--- src/rtl/wam_dis_pkg.sv ---
// rtl/wam_dis_pkg.sv - shared encodings and helpers for the tube display scheduler
package wam_dis_pkg;

  // Source code reported on src
  localparam logic [1:0] SRC_SCORE  = 2'd0;
  localparam logic [1:0] SRC_TIMER  = 2'd1;
  localparam logic [1:0] SRC_BANNER = 2'd2;

  // Scheduler state; values line up with the src encodings
  typedef enum logic [1:0] {
    ST_SCORE  = 2'd0,
    ST_TIMER  = 2'd1,
    ST_BANNER = 2'd2
  } state_t;

  // Tube nibble codes
  localparam logic [3:0]  NIB_BLANK  = 4'hA;
  localparam logic [3:0]  NIB_HIO    = 4'hB;
  localparam logic [15:0] WORD_BLANK = 16'hAAAA;

  // Score word with the HIO prefix; lzb blanks leading zero digits (ones digit always shown)
  function automatic logic [15:0] score_word(input logic [11:0] s, input logic lzb);
    logic [3:0] d2;
    logic [3:0] d1;
    d2 = s[11:8];
    d1 = s[7:4];
    if (lzb && (s[11:8] == 4'd0)) begin
      d2 = NIB_BLANK;
      if (s[7:4] == 4'd0) d1 = NIB_BLANK;
    end
    return {NIB_HIO, d2, d1, s[3:0]};
  endfunction

endpackage

--- src/rtl/wam_dis_blink.sv ---
// rtl/wam_dis_blink.sv - banner duration counter and blink phase generator
module wam_dis_blink
  import wam_dis_pkg::*;
#(
  parameter int BLINK_CYC  = 8,
  parameter int BANNER_CYC = 64
) (
  input  logic clk_16,
  input  logic rst_n,
  input  logic restart,
  input  logic enable,
  output logic phase,
  output logic done
);

  localparam int BW = $clog2(BLINK_CYC + 1);
  localparam int DW = $clog2(BANNER_CYC);
  localparam logic [BW-1:0] BLINK_LAST = BW'(BLINK_CYC - 1);
  localparam logic [DW-1:0] DUR_LAST   = DW'(BANNER_CYC - 1);

  logic [BW-1:0] blink_cnt;
  logic [DW-1:0] dur_cnt;
  logic          phase_q;
  logic          wrap;
  logic          adv;

  assign wrap = (blink_cnt == BLINK_LAST);
  assign done = (dur_cnt == DUR_LAST);
  assign adv  = enable & ~done;

  // phase is look-ahead: the value the banner should show after this edge,
  // so the registered display word toggles exactly every BLINK_CYC cycles
  always_comb begin
    phase = phase_q;
    if (restart)          phase = 1'b1;
    else if (adv && wrap) phase = ~phase_q;
  end

  // Duration and blink counters; restart rearms, they stop advancing once done
  always_ff @(posedge clk_16) begin
    if (!rst_n) begin
      blink_cnt <= '0;
      dur_cnt   <= '0;
      phase_q   <= 1'b0;
    end else if (restart) begin
      blink_cnt <= '0;
      dur_cnt   <= '0;
      phase_q   <= 1'b1;
    end else if (adv) begin
      dur_cnt   <= dur_cnt + 1'b1;
      blink_cnt <= wrap ? '0 : blink_cnt + 1'b1;
      phase_q   <= phase_q ^ wrap;
    end
  end

endmodule

--- src/rtl/wam_dis_sched.sv ---
// rtl/wam_dis_sched.sv - tube display scheduler (banner > timer > score); WAM_DIS_LZB_EN enables score leading-zero blanking
module wam_dis_sched
  import wam_dis_pkg::*;
#(
  parameter int HOLD_CYC   = 32,
  parameter int BLINK_CYC  = 8,
  parameter int BANNER_CYC = 64
) (
  input  logic        clk_16,
  input  logic        rst_n,
  input  logic [11:0] score,
  input  logic        tmr_req,
  input  logic [11:0] tmr_val,
  input  logic        ban_req,
  input  logic [15:0] ban_code,
  input  logic        freeze,
  output logic [15:0] disp,
  output logic [1:0]  src,
  output logic        busy
);

`ifdef WAM_DIS_LZB_EN
  localparam logic LZB = 1'b1;
`else
  localparam logic LZB = 1'b0;
`endif

  localparam int HW = $clog2(HOLD_CYC + 1);
  localparam logic [HW-1:0] HOLD_MAX = HW'(HOLD_CYC);

  state_t        state;
  logic [HW-1:0] hold_cnt;
  logic [11:0]   tmr_q;
  logic [15:0]   ban_code_q;
  logic          pend_q;
  logic [15:0]   pend_code_q;

  logic          ban_go;
  logic [15:0]   ban_word;
  logic [11:0]   tmr_word;
  logic          blink_en;
  logic          phase;
  logic          done;

  // A banner request seen now or parked during freeze; the live pulse carries the newest code
  assign ban_go   = ~freeze & (ban_req | pend_q);
  assign ban_word = ban_req ? ban_code : pend_code_q;
  assign tmr_word = tmr_req ? tmr_val : tmr_q;
  assign blink_en = ~freeze & (state == ST_BANNER);

  wam_dis_blink #(
    .BLINK_CYC  (BLINK_CYC),
    .BANNER_CYC (BANNER_CYC)
  ) u_blink (
    .clk_16  (clk_16),
    .rst_n   (rst_n),
    .restart (ban_go),
    .enable  (blink_en),
    .phase   (phase),
    .done    (done)
  );

  // Source arbitration FSM; disp/src/busy are registered from the next state
  always_ff @(posedge clk_16) begin
    if (!rst_n) begin
      state       <= ST_SCORE;
      hold_cnt    <= '0;
      tmr_q       <= '0;
      ban_code_q  <= '0;
      pend_q      <= 1'b0;
      pend_code_q <= '0;
      disp        <= WORD_BLANK;
      src         <= SRC_SCORE;
      busy        <= 1'b0;
    end else if (freeze) begin
      if (ban_req) begin
        pend_q      <= 1'b1;
        pend_code_q <= ban_code;
      end
    end else begin
      pend_q <= 1'b0;
      if (tmr_req) tmr_q <= tmr_val;
      if (ban_go) begin
        state      <= ST_BANNER;
        ban_code_q <= ban_word;
        disp       <= ban_word;
        src        <= SRC_BANNER;
        busy       <= 1'b1;
      end else begin
        case (state)
          ST_SCORE: begin
            if (tmr_req) begin
              state    <= ST_TIMER;
              hold_cnt <= '0;
              disp     <= {NIB_BLANK, tmr_val};
              src      <= SRC_TIMER;
              busy     <= 1'b1;
            end else begin
              disp <= score_word(score, LZB);
              src  <= SRC_SCORE;
              busy <= 1'b0;
            end
          end
          ST_TIMER: begin
            if (!tmr_req && (hold_cnt == HOLD_MAX)) begin
              state <= ST_SCORE;
              disp  <= score_word(score, LZB);
              src   <= SRC_SCORE;
              busy  <= 1'b0;
            end else begin
              if (hold_cnt != HOLD_MAX) hold_cnt <= hold_cnt + 1'b1;
              disp <= {NIB_BLANK, tmr_word};
              src  <= SRC_TIMER;
              busy <= 1'b1;
            end
          end
          ST_BANNER: begin
            if (done) begin
              if (tmr_req) begin
                state    <= ST_TIMER;
                hold_cnt <= '0;
                disp     <= {NIB_BLANK, tmr_val};
                src      <= SRC_TIMER;
                busy     <= 1'b1;
              end else begin
                state <= ST_SCORE;
                disp  <= score_word(score, LZB);
                src   <= SRC_SCORE;
                busy  <= 1'b0;
              end
            end else begin
              disp <= phase ? ban_code_q : WORD_BLANK;
              src  <= SRC_BANNER;
              busy <= 1'b1;
            end
          end
          default: begin
            state <= ST_SCORE;
            disp  <= WORD_BLANK;
            src   <= SRC_SCORE;
            busy  <= 1'b0;
          end
        endcase
      end
    end
  end

endmodule

--- config.mk ---
export PLATFORM = sky130hd
export DESIGN_NAME = wam_dis_sched
export DESIGN_NICKNAME = d
export VERILOG_FILES = /design/src/rtl/wam_dis_pkg.sv /design/src/rtl/wam_dis_blink.sv /design/src/rtl/wam_dis_sched.sv
export SDC_FILE = /design/constraint.sdc
export NUM_CORES = 1
export LEC_CHECK = 0
export BUFFER_PORTS_ARGS = -buffer_cell sky130_fd_sc_hd__buf_2
export CORE_AREA = 2 2 124 126
export CTS_BUF_LIST = sky130_fd_sc_hd__clkbuf_2
export CTS_CLUSTER_DIAMETER = 150
export DETAILED_ROUTE_END_ITERATION = 8
export DIE_AREA = 0 0 126 128
export GPL_TIMING_DRIVEN = 0
export PLACE_DENSITY = 0.58
export SYNTH_ARGS = -nofsm -noshare
export SYNTH_HDL_FRONTEND = slang
export SYNTH_HIERARCHICAL = 1
export SYNTH_SLANG_ARGS = --single-unit
--- constraint.sdc ---
create_clock -name clk_16 -period 7.67 [get_ports clk_16]
set_input_delay 1.1505 -clock clk_16 [delete_from_list [all_inputs] [get_ports clk_16]]
set_output_delay 1.1505 -clock clk_16 [all_outputs]
set_load 0.1 [all_outputs]
==> results.cfg, run 1 <==
[outcome]
outcome = finished clean

[pwr]
leakage_nw = 1.93
ir_drop_uv = 62.6
p_per_area_nw_per_um2 = 184

[timing]
layout_setup_ws_ns = 3.88
relSlewSlack = 0.517
timing.final.crit_share = 0.494
max_freq_mhz = 264
worst_slew_pin_slew_ns = 0.723
setup-violations-final = 0
finalHoldViolCount = 0
rsz0062_at_grt = false
report.final.slew_viol_count = 0
setup_tns_ns = 0
post-route-min-period_ns = 3.79
skew_ns = 0.0624

[die]
die-area_um2 = 16100
start_util = 0.293
dieHeight_um = 128
io-pin-count = 64
core_area_um2 = 14900
rows = 45
die_w_um = 126

[grt]
antenna_found_initial = 1
grt_pass1_vias = 4047
globalRoute.totalOverflow = 0
grt_max_degree = 16
grt_pass1_wl_um = 21800
track_usage = 0.170

[placed_design]
port_buffers = 61
place.gp.congestion = 0.925
pre_cts_slack_ns = 3.26
dp_hpwl_um = 10400

[min_path]
hold_path_depth = 2
hp-start = pend_code_q[13]
min_to = pend_code_q[13]
hold_class = register to register

[synthesis]
netlist_instances = 534
synth.top_cells.by_area = dfxtp_1, nand2_1, a21oi_1
synth_top_cell_by_area = dfxtp_1
synth_common_cells = nand2_1, dfxtp_1, a21oi_1, o21ai_0, clkbuf_1
synth_top_area_frac = 0.382
ys_types = 65
synthArstFlopShare = 0
syn-num-nets = 583
synth_most_common_cell = nand2_1
ys_seq_elements = 83
avgSynthCellArea_um2 = 8.15
synth-main-ff-cell = dfxtp_1
synthesis.area_um2 = 4350
synth_edf_count = 0
yosysSeqAreaShare = 0.382
yosys_warnings = 6

[drt]
drc = 0
via_per_inst = 5.40
dr.pass1.iters = 5
wl_um = 13700
drt-wirelength-per-cell_um = 17.1
via_count = 4323
drtIter0Drc = 369
ant_nets = 0

[critical_path]
worstSetupStartpointType = primary input
rrSetupSlack_ns = 4.23
critical_path.endpoint_type = register
r2r-start = pend_q
crit_fanout = 13
crit_arrival_ns = 4.25
required_ns = 8.13
worstReg2RegEnd = disp[8]
crit_path_max_incr_delay_ns = 0.64
path_cells = clkbuf_1 -> o21bai_1 -> inv_1 -> clkbuf_1 -> nor4_1 -> a22oi_1 -> inv_1 -> nor2_2 -> a222oi_1 -> o221ai_1
cp_slowest_cell = o21bai_1
reg2regPathDepth = 9
critical_path_class = primary input to register

[cts]
cts_root_buf = clkbuf_2
cts.hold.buffers_added = 0
htreeDepth = 3
clock_path_buffers = 2
worstSkewPairLatency_ns = 0.61
clock_sinks = 83
cts-resized-gates = 0
numCtsBuffers = 9
cts_post_setup_buffers_inserted = 0
cts.clk_slew.worst_paths_ns = 0.30
cts_tree = yes

[cells_and_area]
final_layout_size_suffix_gt1_frac = 0.164
nNetsFinal = 655
final_core_util = 0.337
syn_to_final_growth_pct = 15.3

[flow_run]
cap_violations = 0
layout by cell type (no fill, tap or decap), drive strengths merged, types with 16 or more instances in the layout:
cell	netlist	layout
nand2	107	107
inv	15	16
dfxtp	83	83
a21boi	31	31
o211ai	16	16
o21ai	40	40
a21oi	34	34
clkbuf	26	35
nor2	22	22
buf	11	72
registers in the layout, summed over array words and instances, names as in the netlist:
signal,count
pend_code_q,16
disp,16
busy,1
u_blink/blink_cnt,4
u_blink/dur_cnt,6
u_blink/phase_q,1
pend_q,1
state,2
ban_code_q,16
hold_cnt,6
tmr_q,12
src,2
metrics by stage:
stage / instances / hold WS, ns / cell area [µm²] / power (mW)
after floorplan: 534 / 0.434 / 4350 / 0.622
after global placement: 783 / 0.439 / 4890 / 0.679
after detailed placement: 783 / 0.445 / 4890 / 0.681
after CTS: 799 / 0.474 / 5010 / 0.928
after global routing: 800 / 0.488 / 5010 / 0.965
final: 800 / 0.472 / 5010 / 0.924
kinds of logic after synthesis:
family,synth area share
DFF,0.382
and+or+nand+nor,0.216
AOI/OAI and AO/OA,0.295
muxes,0.0348
buffers and inverters,0.0523
xor gates and xnor gates,0.00805
adders and majority gates,0.0115
final cells by class:
class | instances | area [µm²]
clock buffer | 9 | 45.0
antenna | 1 | 2.50
multi-input combinational | 399 | 2460
inverter | 15 | 56.3
fill | 1622 | 9850
clock inverter | 7 | 76.3
buffer | 37 | 171
tap | 188 | 235
sequential | 83 | 1660
timing repair buffer | 61 | 305
per-layer routing:
layer	vias up	part of all wire	global-route usage	wire (µm)
met5	-	0	0	0
met4	0	0.021	0.0724	286
met3	22	0.069	0.0280	944
met2	191	0.45	0.258	6130
met1	2044	0.46	0.239	6310
li1	2066	-	-	-
power breakdown:
part	internal, mW	switching [mW]
sequential	0.455	0.0154
combinational	0.0579	0.147
clock	0.0769	0.171
total	0.590	0.334
worst max-delay path by stage:
| stage | startpoint | end | slack [ns] |
|---|---|---|---|
| finish | ban_req | disp[8] | 3.88 |
| floorplan | ban_req | disp[0] | 4.19 |
| global placement | ban_req | disp[6] | 3.38 |
| global route | ban_req | disp[6] | 3.58 |
| detailed placement | ban_req | disp[8] | 3.26 |
| CTS | ban_req | disp[8] | 3.92 |
critical path: cells and delay by family:
family,cells,cell delay [ns]
AND/OR/NAND/NOR,2,0.65
buffers and inverters,4,1.03
AO/OA/AOI/OAI,4,1.41
(Power assumes the default switching activity.)
==> run 2, diff against run 1 <==
--- a/config.mk
+++ b/config.mk
@@ -12,7 +12,7 @@
 export DETAILED_ROUTE_END_ITERATION = 8
 export DIE_AREA = 0 0 126 128
 export GPL_TIMING_DRIVEN = 0
-export PLACE_DENSITY = 0.58
+export PLACE_DENSITY = 0.59
 export SYNTH_ARGS = -nofsm -noshare
 export SYNTH_HDL_FRONTEND = slang
 export SYNTH_HIERARCHICAL = 1
==> constraint.sdc (replaced) <==
create_clock -name clk_16 -period 3.4 [get_ports clk_16]
set_input_delay 0.51 -clock clk_16 [delete_from_list [all_inputs] [get_ports clk_16]]
set_output_delay 0.51 -clock clk_16 [all_outputs]
set_load 0.1 [all_outputs]
==> run 2 against run 1 <==
Against the previous run: register-to-register slack lost 3.8 ns; sequential cell count is the same; critical path depth shrank 2; critical endpoint is now disp[6]; via count shrank 0.49%; wire length shrank 1.8%; critical path type is now register to register; combinational power grew 130%; utilization grew 0.11 points; non-clock buffer count shrank 1; sequential share of layout area shrank 0.11 points; sequential power grew 130%.
==> results.cfg, run 2 (same netlist as run 1, synthesis figures left out) <==
[outcome]
outcome = finished clean

[grt]
grt_pass1_vias = 4095
grt_max_degree = 15
grt_pass1_wl_um = 21800
antenna_found_initial = 1
track_usage = 0.169
globalRoute.totalOverflow = 0

[drt]
drtIter0Drc = 428
ant_nets = 0
drc = 0
wl_um = 13400
dr.pass1.iters = 6
via_per_inst = 5.38
via_count = 4302
drt-wirelength-per-cell_um = 16.8

[cells_and_area]
final_layout_size_suffix_gt1_frac = 0.164
reg_top3 = ban_code_q x16, disp x16, pend_code_q x16
design_area_um2 = 5030
syn_to_final_growth_pct = 15.6
layout_common_cells = nand2_1, dfxtp_1, buf_2, o21ai_0, a21oi_1
mostFrequentLayoutCell = nand2_1
final_core_util = 0.338
final_cells = 799
nNetsFinal = 654

[die]
io-pin-count = 64
dieHeight_um = 128
die-area_um2 = 16100
die_w_um = 126
core_area_um2 = 14900
start_util = 0.293
rows = 45

[critical_path]
cp_slowest_cell = nor4_1
crit_path_max_incr_delay_ns = 0.50
crit_buf_inv = 2
path_cells = o21bai_2 -> inv_1 -> nor4_1 -> a22oi_1 -> inv_1 -> nor2_2 -> a222oi_1 -> o221ai_1
reg2regPathDepth = 8
crit_arrival_ns = 3.43
crit_fanout = 19
critical_path_depth = 8
required_ns = 3.86
critical_path.endpoint_type = register
crit_top_cell = inv_1
crit_family = compound AO/OA/AOI/OAI gates
worstSetupStartpointType = register
critical_path_class = register to register

[placed_design]
place.gp.congestion = 0.895
pre_cts_slack_ns = -0.341
dp_hpwl_um = 10200
port_buffers = 61
dp_cells = 783
placed_area_um2 = 4890

[cts]
cts_tree = yes
cts_root_buf = clkbuf_2
clock_sinks = 83
cts.clk_slew.worst_paths_ns = 0.26
htreeDepth = 3
cts.hold.buffers_added = 0
worstSkewPairLatency_ns = 0.58
clock_path_buffers = 2
numCtsBuffers = 9

[pwr]
finalPower_mw = 2.13
p_per_area_nw_per_um2 = 423
leakage_nw = 1.94
ir_drop_uv = 281

[flow_run]
cap_violations = 0

[timing]
setup_tns_ns = 0
timing.final.crit_share = 0.873
skew_ns = 0.0262
relSlewSlack = 0.597
whs_ns = 0.132
max_freq_mhz = 337
setup-violations-final = 0
post-route-min-period_ns = 2.97
layout_setup_ws_ns = 0.433
report.final.slew_viol_count = 0
finalHoldViolCount = 0
worst_slew_pin_slew_ns = 0.604
rsz0062_at_grt = false

[min_path]
hold_path_depth = 3
hold_class = primary input to register
-- run 2: layout make-up --
class,instances,area (µm²)
fillers,1567,9830
multi-input cells,399,2460
flip-flops and latches,83,1660
repair buffers,61,305
well taps,188,235
plain buffers,36,168
clock inverters,7,92.6
inverters,15,56.3
clock buffers,9,45.0
diodes,1,2.50
-- run 2: tightest hold or removal path: stages --
cell and delay (ns):
buf_2 0.10, nand2_1 0.05, a21boi_1 0.05
-- run 2: power breakdown --
part           switching (mW)  leakage, nW  internal [mW]
Combinational           0.331         1.18          0.131
Clock                   0.362       0.0772          0.240
Sequential             0.0354        0.681           1.03
Total                   0.728         1.94           1.40
-- run 2: repair_timing --
item / 4_1_cts / 5_1_grt
setup endpoints to repair: 0 / 16
resized for setup: 0 / 1
buffers inserted: 0 / 0
hold endpoints to repair: 0 / 0
-- run 2: per-layer routing --
| layer | GRT usage | part of all wire |
|---|---|---|
| met5 | 0 | 0 |
| met4 | 0.0543 | 0.016 |
| met3 | 0.0284 | 0.056 |
| met2 | 0.268 | 0.45 |
| met1 | 0.234 | 0.48 |
-- run 2: path summary, 6_finish.rpt --
kind	from	end	slack (ns)
hold reg to reg	pend_code_q[11]	pend_code_q[11]	0.48
hold / removal	ban_code[12]	pend_code_q[12]	0.13
setup reg to reg	pend_q	disp[6]	0.43
setup / recovery	pend_q	disp[6]	0.43
